$ cat src/rtl/sigma0_inverter.sv
// Iterative SHA-256 Sigma0 engine: one Sigma0 step per RUN cycle, 1 step forward or 31 steps inverse.
// Sigma0^32 is the identity, so 31 forward steps undo a single forward step exactly.

module rotr #(
   parameter int W = 32,
   parameter int K = 1
) (
   input  logic [W-1:0] x,
   output logic [W-1:0] y
);
   assign y = (x >> K) | (x << (W - K));
endmodule

module sigma0_inverter (
   input  logic        clk,
   input  logic        reset,
   input  logic        in_valid,
   output logic        in_ready,
   input  logic [31:0] in_data,
   input  logic        in_mode,
   output logic        out_valid,
   input  logic        out_ready,
   output logic [31:0] out_data,
   output logic        busy
);
   typedef enum logic [1:0] {IDLE, RUN, DONE} state_t;

   state_t      state_reg;
   logic [31:0] acc_reg;
   logic [4:0]  cnt_reg;
   logic        mode_reg;
   logic        in_ready_reg;
   logic        out_valid_reg;
   logic        busy_reg;

   logic [31:0] rot_out [3];
   logic [31:0] sigma_next;

   genvar gi;
   generate
      for (gi = 0; gi < 3; gi++) begin : g_rot
         rotr #(
            .W (32),
            .K ((gi == 0) ? 2 : ((gi == 1) ? 13 : 22))
         ) u_rotr (
            .x (acc_reg),
            .y (rot_out[gi])
         );
      end
   endgenerate

   assign sigma_next = rot_out[0] ^ rot_out[1] ^ rot_out[2];

   always_ff @(posedge clk) begin
      if (reset) begin
         state_reg     <= IDLE;
         acc_reg       <= 32'h0000_0000;
         cnt_reg       <= 5'd0;
         mode_reg      <= 1'b0;
         in_ready_reg  <= 1'b1;
         out_valid_reg <= 1'b0;
         busy_reg      <= 1'b0;
      end else begin
         case (state_reg)
            IDLE: begin
               if (in_valid) begin
                  acc_reg      <= in_data;
                  cnt_reg      <= in_mode ? 5'd30 : 5'd0;
                  mode_reg     <= in_mode;
                  state_reg    <= RUN;
                  in_ready_reg <= 1'b0;
                  busy_reg     <= 1'b1;
               end
            end
            RUN: begin
               acc_reg <= sigma_next;
               // A forward request is always a single step, whatever the count holds.
               if (cnt_reg == 5'd0 || !mode_reg) begin
                  state_reg     <= DONE;
                  busy_reg      <= 1'b0;
                  out_valid_reg <= 1'b1;
               end else begin
                  cnt_reg <= cnt_reg - 5'd1;
               end
            end
            DONE: begin
               if (out_ready) begin
                  state_reg     <= IDLE;
                  out_valid_reg <= 1'b0;
                  in_ready_reg  <= 1'b1;
               end
            end
            default: begin
               state_reg     <= IDLE;
               in_ready_reg  <= 1'b1;
               out_valid_reg <= 1'b0;
               busy_reg      <= 1'b0;
            end
         endcase
      end
   end

   assign in_ready  = in_ready_reg;
   assign out_valid = out_valid_reg;
   assign busy      = busy_reg;
   assign out_data  = acc_reg;
endmodule

$ cat config.mk
export PLATFORM = sky130hd
export DESIGN_NAME = sigma0_inverter
export DESIGN_NICKNAME = d
export VERILOG_FILES = /design/src/rtl/sigma0_inverter.sv
export SDC_FILE = /design/constraint.sdc
export NUM_CORES = 1
export LEC_CHECK = 0
export BUFFER_PORTS_ARGS = -buffer_cell sky130_fd_sc_hd__buf_2
export CORE_MARGIN = 2
export CORE_UTILIZATION = 45
export CTS_CLUSTER_DIAMETER = 80
export DETAILED_ROUTE_END_ITERATION = 8
export GPL_ROUTABILITY_DRIVEN = 0
export PLACE_DENSITY = 0.7
export SYNTH_ARGS = -nofsm -noshare
export SYNTH_HDL_FRONTEND = slang
export SYNTH_SLANG_ARGS = --single-unit
$ cat constraint.sdc
create_clock -name clk -period 4.8 [get_ports clk]
set_clock_uncertainty 0.15 [all_clocks]
set_input_delay 0.24 -clock clk [delete_from_list [all_inputs] [get_ports clk]]
set_output_delay 0.24 -clock clk [all_outputs]
set_load 0.01 [all_outputs]
Yosys cells after proc, flatten, opt, wreduce, memory -nomap -nowiden --
Index checks and enable logic that the tools add are counted.
Storage, ports and cells: memories 0, memory bits (read-only) 0, output and inout port bits 35, logic and storage cells 53, flip-flop bits (word level) 43, bits in latches 0, input bits 37, bits in writable memories 0
Operators by class: div/mod/pow operators 0, reduce and logical (&&, ||, !) cells 12, eq/ne operators 6, add/sub/neg operators 1, $mul 0, bitwise gates (word level) 8, $lt $le $gt $ge 0, muxes and demuxes 19, shift operators 0
Operators by type and width (count):
- $pmux W32 S2 | 1
- $xor A32 B32 Y32 | 2
- $mux W32 | 1
- $or A10 B32 Y32 | 1
- $or A19 B32 Y32 | 1
- $or A30 B32 Y32 | 1
- $mux W5 | 3
- $reduce_and A3 Y1 | 5
- $pmux W5 S2 | 1
- $pmux W1 S3 | 3
- $ne A2 B2 Y1 const B | 4
- $mux W1 | 6
- $mux W2 | 3
- $pmux W2 S3 | 1
- $logic_not A5 Y1 | 1
- $sub A5 B1 Y5 const B | 1
- $reduce_and A2 Y1 | 2
- $not A1 Y1 | 3
- $eq A2 B1 Y1 const B | 1
- $eq A2 B2 Y1 const B | 1
- $logic_not A2 Y1 | 1
- $reduce_bool A2 Y1 | 1
- $logic_not A1 Y1 | 1
- $logic_or A1 B1 Y1 | 1

Depth between registers and ports, before layout --
depth after elaboration 4, depth in mapped cells 6, mapped depth without buffers 5

Hierarchy --
A second synthesis with hierarchy kept.
Unflattened totals: cells, all modules 343, area, all modules 3440.8 um2
Modules (own cells, without submodules):
- sigma0_inverter | instances 1, seq. area each 860.8 um2, cells each 247, area each 2720.1 um2
- rotr | instances 3, seq. area each 0.0 um2, cells each 32, area each 240.2 um2

Worst setup path after synthesis --
No wires, ideal clock.
path kind register to register, start point register cnt_reg[0], end point register cnt_reg[4], setup slack 3.173 ns, period minus slack after synthesis 1.627 ns, buffers on the path 0, cell stages (with the launch flop) 6, setup time 0.119 ns, data arrival time 1.358 ns, data required time 4.531 ns, path through dfxtp_1 inv_1 ha_1 or3b_2 a21o_1 o221a_2
On the way: word-level cells in the longest chain between the ends 4, elaborated cells on any way between the ends 7, those cells by class add/sub: 1; eq/ne: 1; mux: 2; reduce/logical: 3
Ends and longest elaborated chain:
- start, declared | line 30 | logic [4:0] cnt_reg;
- start signal, assigned | line 68 | cnt_reg <= in_mode ? 5'd30 : 5'd0;
- start signal, assigned | line 83 | cnt_reg <= cnt_reg - 5'd1;
- parallel branches: the longest is 4 deep, another holds $sub A5 B1 Y5
Parallel ways; which one is timed is not known. The select of a mux whose other input is x is not followed. A chain may end at the register's enable or synchronous reset.

Worst setup path after layout --
start point register state_reg[1], end point register acc_reg[30], in the netlist out_data[30]
On the way: word-level cells in the longest chain between the ends 3, elaborated cells on any way between the ends 6, those cells by class eq/ne: 2; mux: 1; reduce/logical: 3
Ends and longest elaborated chain:
- start, declared | line 28 | state_t state_reg;
- start signal, assigned | line 56 | state_reg <= IDLE;
- start signal, assigned | line 70 | state_reg <= RUN;
- start signal, assigned | line 79 | state_reg <= DONE;
- $eq A2 B1 Y1 / $logic_not A2 Y1 (equally long branches) | line 64 | case (state_reg)
- $reduce_bool A2 Y1 (no source line) / $ne A2 B2 Y1 (equally long branches)
- $reduce_and A2 Y1 (no source line)
- end signal, assigned | line 67 | acc_reg <= in_data;
- end signal, assigned | line 76 | acc_reg <= sigma_next;
- end, declared | line 29 | logic [31:0] acc_reg;
Parallel ways exist; a longest one is shown, timed or not.

==> impl_metrics.tcl <==
set metrics [dict create \
    reg2reg_depth 3 \
    initial_utilization_pct 47.1 \
    clk_latency_ps 300 \
    ant_nets 0 \
    wl_per_cell_um 16.3 \
    cp-startpoint "state_reg[1]$_SDFFE_PP0P_" \
    die_area_um2 6460 \
    core.rowCount 27 \
    vias 2279 \
    cp.arrival_ps 2820 \
    grt_max_degree 70 \
    grt_usage_pct 21.0 \
    fin_tns_setup_ps 0 \
    required_ps 4880 \
    synth_nets 306 \
    p_leak_nw 1.40 \
    final_cell_mix "buf_2, dfxtp_1, mux2i_1, or2_2, a32o_1" \
    drv_slew 0 \
    ff2ff_setup_slack_ps 2060 \
    nets 367 \
    drt_first_pass_iters 4 \
    cts_resized 0 \
    internal_power_mw 0.677 \
    cts_made_buffers 5 \
    syn_avg_cell_area_um2 9.79 \
    clk_pin_slew_ps 90 \
    powerDensity_nw_per_um2 321 \
    fp.coreArea_um2 5570 \
    netlist_instances 268 \
    hold_viol 0 \
    avgViaCountPerCell 5.67 \
    final_common_cell "buf_2" \
    setup.worst_path.start_class "flop" \
    drt_iter0_markers 129 \
    r2r-start "state_reg[1]$_SDFFE_PP0P_" \
    hp-class "primary input to flop" \
    setup.worst_path.end "out_data[30]$_SDFFE_PP0P_" \
    yosysWarningCount 0 \
    swShare_pct 32.0 \
    wl_um 6540 \
    pwr-share-comb_pct 28.2 \
    clkPwrFrac_pct 26.2 \
    maxCapViolations 0 \
    cts_root_buf "clkbuf_8" \
    grt_pass1_vias 2135 \
    status "finished, final reports clean" \
    async_reset_ff_share_pct 0 \
    cts.path.max_buffers 2 \
    vdd_drop_max_mv 0.145 \
    crit_fanout 34 \
    p_sw_mw 0.319 \
    place_hpwl_um 4660 \
    antenna_found_initial 0 \
    clock.fmax_mhz 365 \
    synth_seq_cells 43 \
    pin_count 72 \
    grt_first_pass_wirelength_um 10500 \
    tritoncts "done" \
    r2r_end "out_data[30]$_SDFFE_PP0P_" \
    largest_register_ffs 32 \
    final_cells 402 \
    grt_overflow_total 0 \
    htreeDepth 2 \
    synth-seq-area-share_pct 32.8 \
    die_h_um 80.4 \
    die_x_um 80.4 \
    post-cts-setup-buffers 0 \
    worst_pin_slew_ps 1310 \
    pwr-share-seq_pct 45.7 \
    syn_to_final_growth_pct 18.3 \
    drive_gt1_share_pct 37.0 \
    synth_edf_count 0 \
    place_inst 394 \
    ys_types 41 \
    remaining_drc_errors 0 \
    worst-setup-path-type "flop to flop" \
    hold_buffers 0 \
    antenna_cells 0 \
    rsz0062_at_grt "false" \
    synth_ff_type "dfxtp_1" \
    setup_viol 0 \
    end_kind "flop" \
    relSlewSlack_pct 12.7 \
    layout_min_cycle_time_ps 2740 \
    io_buffers 71 \
    finalCritPeriodShare_pct 57.0 \
    syn_area_um2 2630 \
    cts.sinks 43 \
]
## cell type report
type | count | area, um^2
fillers | 528 | 2470
multi-input cells | 201 | 1670
well taps | 72 | 90.1
inverters | 6 | 22.5
flip-flops and latches | 43 | 861
repair buffers | 72 | 363
clock buffers | 7 | 96.3
clock inverters | 1 | 7.51
## per-layer routing
metal  GRT usage, %  share of wire [%]  up-vias
met2           31.2                 43       70
met3           2.81                6.0        7
li1               -                  -     1116
met1           31.5                 50     1086
met4           5.59               0.92        0
met5              0                  0        -
## cell usage after synthesis, types with 2 or more instances
master / count / area, um^2
or2_2: 31 / 194
nor3b_1: 10 / 75.1
nand2_1: 3 / 11.3
a21oi_1: 7 / 35.0
nand3_1: 3 / 15.0
and3b_1: 11 / 96.3
nor2_1: 4 / 15.0
xnor2_1: 30 / 263
dfxtp_1: 43 / 861
a31oi_1: 2 / 12.5
inv_1: 6 / 22.5
or3b_2: 2 / 17.5
o211ai_1: 4 / 30.0
nor3_1: 2 / 10.0
buf_2: 6 / 30.0
o21ai_0: 5 / 25.0
nand3b_1: 2 / 15.0
a32o_1: 31 / 310
mux2i_1: 32 / 320
clkbuf_1: 11 / 41.3
nor3b_2: 3 / 37.5
## cells by family (layout without fill, tap and decap cells)
logic type | Yosys count | count (layout) | share of synthesized area [%]
compound gates | 55 | 55 | 17.7
xor+xnor | 32 | 32 | 11.2
fa+ha+maj | 1 | 1 | 0.477
buf+inv | 24 | 86 | 3.86
flops | 43 | 43 | 32.8
mux | 32 | 32 | 12.2
simple gates | 81 | 81 | 21.7
## worst min path at each step
stage / startpoint / endpoint / slack (ps) / cells past startpoint
6_report: out_ready / state_reg[1]$_SDFFE_PP0P_ / 80 / 4
5_1_grt: reset / mode_reg$_SDFFE_PP0P_ / 90 / 2
3_5_place_dp: out_valid$_SDFFE_PP0P_ / out_valid$_SDFFE_PP0P_ / 320 / 2
3_3_place_gp: out_valid$_SDFFE_PP0P_ / out_valid$_SDFFE_PP0P_ / 320 / 2
2_1_floorplan: out_ready / in_ready$_SDFFE_PP1P_ / 250 / 2
4_1_cts: out_ready / state_reg[1]$_SDFFE_PP0P_ / 60 / 4
## power by group through the flow
stage               combinational [mW]  clock (mW)  sequential, mW
floorplan                        0.196           0           0.460
global placement                 0.276           0           0.461
detailed placement               0.279           0           0.463
CTS                              0.281       0.262           0.454
global route                     0.306       0.280           0.462
finish                           0.281       0.261           0.455
## worst max-delay path, stage by stage, from the launching register on
cell      delay, ps
dfxtp_1        1020
o21bai_1        290
and2_1          980
a32o_1          230
## through the flow
stage	power (mW)	utilization (%)	instance area, um^2	hold slack, ps	worst slack (ps)
floorplan	0.655	-	2630	254	3170
global placement	0.737	53.8	3000	318	2230
detailed placement	0.742	53.8	3000	325	2150
CTS	0.997	55.7	3110	64.1	2100
global route	1.05	55.7	3110	93.9	1880
finish	0.996	55.7	3110	75.2	2060
(Power assumes the default switching activity.)
